<file path="config.mk">
export PLATFORM = sky130hd
export DESIGN_NAME = imem_stream_loader
export DESIGN_NICKNAME = d
export VERILOG_FILES = /design/src/rtl/imem_stream_loader.sv
export SDC_FILE = /design/constraint.sdc
export NUM_CORES = 2
export LEC_CHECK = 0
export CAP_MARGIN = 20
export CORE_MARGIN = 2
export CORE_UTILIZATION = 50
export CTS_CLUSTER_DIAMETER = 120
export DETAILED_ROUTE_END_ITERATION = 12
export PLACE_DENSITY = 0.68
export SLEW_MARGIN = 10
export SYNTH_ARGS = -nofsm -noshare
export SYNTH_HDL_FRONTEND = slang
export SYNTH_SLANG_ARGS = --single-unit
</file>
<file path="constraint.sdc">
create_clock -name clk -period 5.4 [get_ports clk]
set_input_delay 0.81 -clock clk [delete_from_list [all_inputs] [get_ports clk]]
set_output_delay 0.81 -clock clk [all_outputs]
set_load 0.005 [all_outputs]
</file>
<file path="src/rtl/imem_stream_loader.sv">
// ---------------------------------------------------------------------------
// imem_stream_loader
//   Instruction memory that answers the PC fetch interface combinationally.
//   A byte-stream loader (low byte first) fills the memory at run time and
//   holds the CPU while a load is in progress.
//
// Ports
//   clk, rst_n    rising-edge clock, asynchronous active-low reset
//   pc            fetch word address
//   instr         word at pc; NOP (0) when out of range or while cpu_hold=1
//   load_start    pulse: begin (or restart) a load at word 0
//   load_valid    load_byte valid this cycle
//   load_byte     program byte; even bytes -> [7:0], odd bytes -> [15:8]
//   load_ready    loader accepts a byte when load_valid && load_ready
//   load_end      pulse: last byte has been sent
//   load_done     pulse: load committed
//   load_err      sticky: a word was dropped because memory overflowed
//   word_count    words written by the current/last load (saturates at DEPTH)
//   cpu_hold      1 while loading; the PC must not advance
// ---------------------------------------------------------------------------
module imem_stream_loader #(
   parameter int BUS_WIDTH = 16,
   parameter int ADDR_BITS = 8
) (
   input  logic                 clk,
   input  logic                 rst_n,
   input  logic [BUS_WIDTH-1:0] pc,
   output logic [BUS_WIDTH-1:0] instr,
   input  logic                 load_start,
   input  logic                 load_valid,
   input  logic [7:0]           load_byte,
   output logic                 load_ready,
   input  logic                 load_end,
   output logic                 load_done,
   output logic                 load_err,
   output logic [ADDR_BITS:0]   word_count,
   output logic                 cpu_hold
);

   localparam int               DEPTH    = 2 ** ADDR_BITS;
   localparam logic [ADDR_BITS:0] ADDR_ONE = (ADDR_BITS + 1)'(1);

   typedef enum logic [1:0] {IDLE, RX_LO, RX_HI, COMMIT} state_t;

   state_t                 state, state_nxt;
   logic [BUS_WIDTH-1:0]   mem [DEPTH];
   logic [ADDR_BITS:0]     wr_addr;
   logic [7:0]             lo_byte;
   logic                   in_rx, restart, accept, mem_full;
   logic                   word_we;
   logic [BUS_WIDTH-1:0]   word_data;

   assign in_rx    = (state == RX_LO) || (state == RX_HI);
   // load_start wins over any byte or end arriving in the same cycle.
   assign restart  = load_start && ((state == IDLE) || in_rx);
   assign accept   = load_valid && in_rx && !load_start;
   // wr_addr saturates at DEPTH, so its top bit alone flags a full memory.
   assign mem_full = wr_addr[ADDR_BITS];

   // wr_addr and word_count always move together; one register serves both.
   assign word_count = wr_addr;

   // ---------------- state register ----------------
   always_ff @(posedge clk or negedge rst_n) begin
      if (!rst_n) state <= IDLE;
      else        state <= state_nxt;
   end

   // ---------------- next-state logic ----------------
   // NOTE: every always_comb output gets a default first so no latch is inferred.
   always_comb begin
      state_nxt = state;
      case (state)
         IDLE:   if (load_start) state_nxt = RX_LO;
         RX_LO: begin
            if (load_start)    state_nxt = RX_LO;
            else if (load_end) state_nxt = COMMIT;  // any same-cycle byte is padded
            else if (accept)   state_nxt = RX_HI;
         end
         RX_HI: begin
            if (load_start)    state_nxt = RX_LO;
            else if (load_end) state_nxt = COMMIT;  // completes or pads the word
            else if (accept)   state_nxt = RX_LO;
         end
         COMMIT: state_nxt = IDLE;
         default: state_nxt = IDLE;
      endcase
   end

   // ---------------- outputs ----------------
   always_comb begin
      load_ready = 1'b0;
      load_done  = 1'b0;
      cpu_hold   = 1'b1;
      case (state)
         IDLE:   cpu_hold   = 1'b0;
         RX_LO:  load_ready = 1'b1;
         RX_HI:  load_ready = 1'b1;
         COMMIT: load_done  = 1'b1;
         default: cpu_hold  = 1'b0;
      endcase
   end

   // ---------------- word assembly ----------------
   // A word is produced when the high byte arrives, or when load_end leaves an
   // odd byte over (including a byte that arrives together with load_end).
   always_comb begin
      word_we   = 1'b0;
      word_data = BUS_WIDTH'({8'h00, lo_byte});
      case (state)
         RX_LO: if (accept && load_end) begin
            word_we   = 1'b1;
            word_data = BUS_WIDTH'({8'h00, load_byte});
         end
         RX_HI: begin
            if (accept) begin
               word_we   = 1'b1;
               word_data = BUS_WIDTH'({load_byte, lo_byte});
            end else if (load_end && !load_start) begin
               word_we   = 1'b1;
            end
         end
         default: ;
      endcase
   end

   // ---------------- loader datapath ----------------
   // NOTE: sequential state uses non-blocking assignments only.
   always_ff @(posedge clk or negedge rst_n) begin
      if (!rst_n) begin
         wr_addr  <= '0;
         lo_byte  <= '0;
         load_err <= 1'b0;
      end else if (restart) begin
         wr_addr  <= '0;
         lo_byte  <= '0;
         load_err <= 1'b0;
      end else begin
         if (accept && (state == RX_LO)) lo_byte <= load_byte;
         if (word_we) begin
            if (mem_full) load_err <= 1'b1;
            else          wr_addr  <= wr_addr + ADDR_ONE;
         end
      end
   end

   // NOTE: the memory array has no reset; contents survive rst_n and restarts.
   always_ff @(posedge clk) begin
      if (word_we && !mem_full) mem[wr_addr[ADDR_BITS-1:0]] <= word_data;
   end

   // ---------------- combinational fetch ----------------
   always_comb begin
      instr = '0;
      if (!cpu_hold && (pc < BUS_WIDTH'(DEPTH))) instr = mem[pc[ADDR_BITS-1:0]];
   end

endmodule

</file>
==> results_dict.tcl <==
set metrics [dict create \
    wl_met1_um 162000 \
    period_share 1.03 \
    finalHoldViolCount 0 \
    core.rowCount 207 \
    syn-num-nets 7360 \
    viasPerCell 6.47 \
    met3_length_um 44700 \
    drv_cap 0 \
    outcome "complete, but fails checks" \
    nNetsFinal 8162 \
    top_layer_used "met5" \
    final_area_um2 183000 \
    powerDensity_nw_per_um2 368 \
    fin_util 0.578 \
    clockBufferDepth 4 \
    multi_input_area_um2 33400 \
    cts_tree "done" \
    hpwl_um 265000 \
    wl_met2_um 206000 \
    synth.cell_area_um2 159000 \
    ctsRootBufferMaster "clkbuf_16" \
    clk_pin_slew_ns 0.06 \
    ys_top_cells_by_area "edfxtp_1 (77%), mux4_2 (12%), mux2i_1 (3.1%), o221ai_1 (1.1%), nor2_1 (0.80%)" \
    crit_required_ns 4.59 \
    grt_pass1_wl_um 609000 \
    io_pins 58 \
    fin_cells 12600 \
    placed_cell_area_um2 170000 \
    setup_viol 6 \
    clk_latency_ns 0.99 \
    drive_gt1_frac 0.274 \
    fin_ws_ns -0.176 \
    r2r_end "mem[20][12]$_DFFE_PP_" \
    ys_ff_latch 4116 \
    grt_max_degree 177 \
    violations "negative setup slack" \
    synth_area_per_cell_um2 21.8 \
    synth_area_leader_cell "edfxtp_1" \
    r2r-start "state[1]$_DFFE_PN0P_" \
    final_common_cell "edfxtp_1" \
    leakage_nw 56.1 \
    cp_max_fo 15 \
    grt_pass1_vias 80100 \
    arrival_ns 4.77 \
    hold_class "in -> async" \
    max_freq_mhz 179 \
    reg2reg_slack_ns 1.13 \
    overflow 0 \
    finalMaxSlewViolations 0 \
    relSlewSlack 0.0791 \
    fp.dieW_um 568 \
    pwr-share-comb 0.061 \
    drc 0 \
    swShare 0.222 \
    drtAntennaViolNets 0 \
    p_seq_frac 0.529 \
    synth_top_area_share 0.772 \
    drtPass1Iterations 8 \
    p_total_mw 67.6 \
    fin_tns_setup_ns -0.505 \
    cp-start-kind "input port" \
    grt_usage 0.265 \
    seq_area_um2 123000 \
    area_growth_pct 15.1 \
    drt_wl_total_um 432000 \
    place_congestion 0.916 \
    drt_iter0_markers 12500 \
    holdWs_ns 0.207 \
    switchingPower_mw 15.0 \
    intPower_mw 52.6 \
    n_fill_cell 22500 \
    yosysWarningCount 0 \
    start_util 0.502 \
    async_reset_ff_frac 0.00486 \
    clock-sinks 4116 \
    synth_cells 7322 \
    numPlacedInstances 11900 \
    antenna_found_initial 24 \
    wl_per_cell_um 34.2 \
    pwr-share-clk 0.410 \
    dp_slack_ns -0.652 \
    ys_seq_area_frac 0.775 \
    ys.flop_type "edfxtp_1" \
    reg2regPathDepth 10 \
    crit_type "in -> out" \
    mostFrequentLayoutCells "edfxtp_1 (4,096), mux4_2 (879), buf_4 (641)" \
    synth_edf_count 4096 \
    port_buffers 57 \
    synth_cell_types 72 \
    vias 81800 \
    die_area_um2 323000 \
    worst_pin_slew_ns 1.38 \
    end_kind "output pin" \
    cts_buffers 402 \
    period_needed_ns 5.58 \
    ir_drop_mv 0.313 \
    fp.dieH_um 568 \
    core_um2 318000 \
    finClkSkew_ns 0.0837 \
    htree_levels 5 \
]
## logic make-up (layout without fill, tap and decap cells)
kind of cell,count (synthesis),count (layout),synth area share
AO/OA/AOI/OAI,702,702,0.0310
XOR/XNOR,4,4,0.000220
adder cells (fa/ha/maj),9,9,0.000707
buffers and inverters,442,1565,0.0178
flip-flops,4116,4116,0.775
multiplexers,1388,1388,0.157
other,0,8,0
AND/OR/NAND/NOR,661,661,0.0182
## timing repair
action,in CTS,in global routing
endpoints found under the hold margin,0,0
setup buffers,5,4
setup endpoints to repair,15,4
pin swaps,11,6
gates resized for setup,59,11
cloned,6,2
hold buffers,0,0
## area by class of cell
type / count / area share
repair buffers: 830 / 0.0444
flip-flops and latches: 4116 / 0.673
clock buffers: 478 / 0.0564
clock inverters: 247 / 0.0148
diodes: 8 / 0.000109
well taps: 4180 / 0.0285
inverters: 10 / 0.000246
multi-input cells: 2764 / 0.182
## power groups by stage
stage | Sequential, mW | Clock [mW] | Combinational, mW
floorplan | 36.5 | 0 | 2.12
global placement | 36.4 | 0 | 3.87
detailed placement | 36.4 | 0 | 3.99
CTS | 35.7 | 28.0 | 4.07
global route | 35.7 | 29.3 | 4.26
finish | 35.7 | 27.7 | 4.12
## synthesized netlist by cell type, types with 6 or more instances
cell type	n
mux4_2	879
nand2b_1	9
buf_2	82
a2111oi_0	8
a21oi_1	123
a32oi_1	6
nor2_1	338
or3_1	9
nand4_1	22
edfxtp_1	4096
dfrtp_1	20
and3_1	6
clkbuf_1	170
o22ai_1	170
o21ai_0	87
buf_8	22
nand2_1	117
o211ai_1	10
and2_1	14
buf_12	10
mux4_1	6
a222oi_1	8
nor2b_1	8
ha_1	9
nand3_1	29
buf_1	38
buf_4	42
nor3_1	68
inv_1	8
a211oi_1	12
buf_6	68
nor4_1	21
a22o_1	9
o221ai_1	201
o31ai_1	16
mux2i_1	498
## metal layers
metal | track usage | vias to the layer above
met5 | 0 | -
met4 | 0.103 | 12
met3 | 0.0499 | 773
met2 | 0.419 | 4794
met1 | 0.368 | 43500
li1 | - | 32700
## sequential cells by signal, summed over array words and instances, names as in the netlist
register / flops
state: 2
word_count: 9
load_err: 1
mem: 4096
lo_byte: 8
## how the worst max path moves through the flow
stage	slack, ns	end	depth (start not counted)	startpoint
detailed placement	-0.65	instr[5]	11	pc[12]
global placement	-0.76	instr[5]	11	pc[13]
finish	-0.18	instr[10]	13	pc[2]
CTS	0.002	instr[10]	12	pc[2]
global route	-0.0001	instr[10]	13	state[1]$_DFFE_PN0P_
floorplan	-0.02	mem[0][10]$_DFFE_PP_	3	load_valid
## critical path: stages
cell             delay [ns]
buf_8                  0.17
nand2b_4               0.25
buf_16                 0.19
buf_16                 0.17
o221ai_4               0.18
buf_4                  0.15
o22ai_1                0.10
a222oi_1               0.94
nand4_1                0.60
buf_4                  0.31
o31ai_1                0.08
buf_4                  0.23
clkdlybuf4s50_1        0.52
No activity file was read; power rests on OpenSTA's default activity.
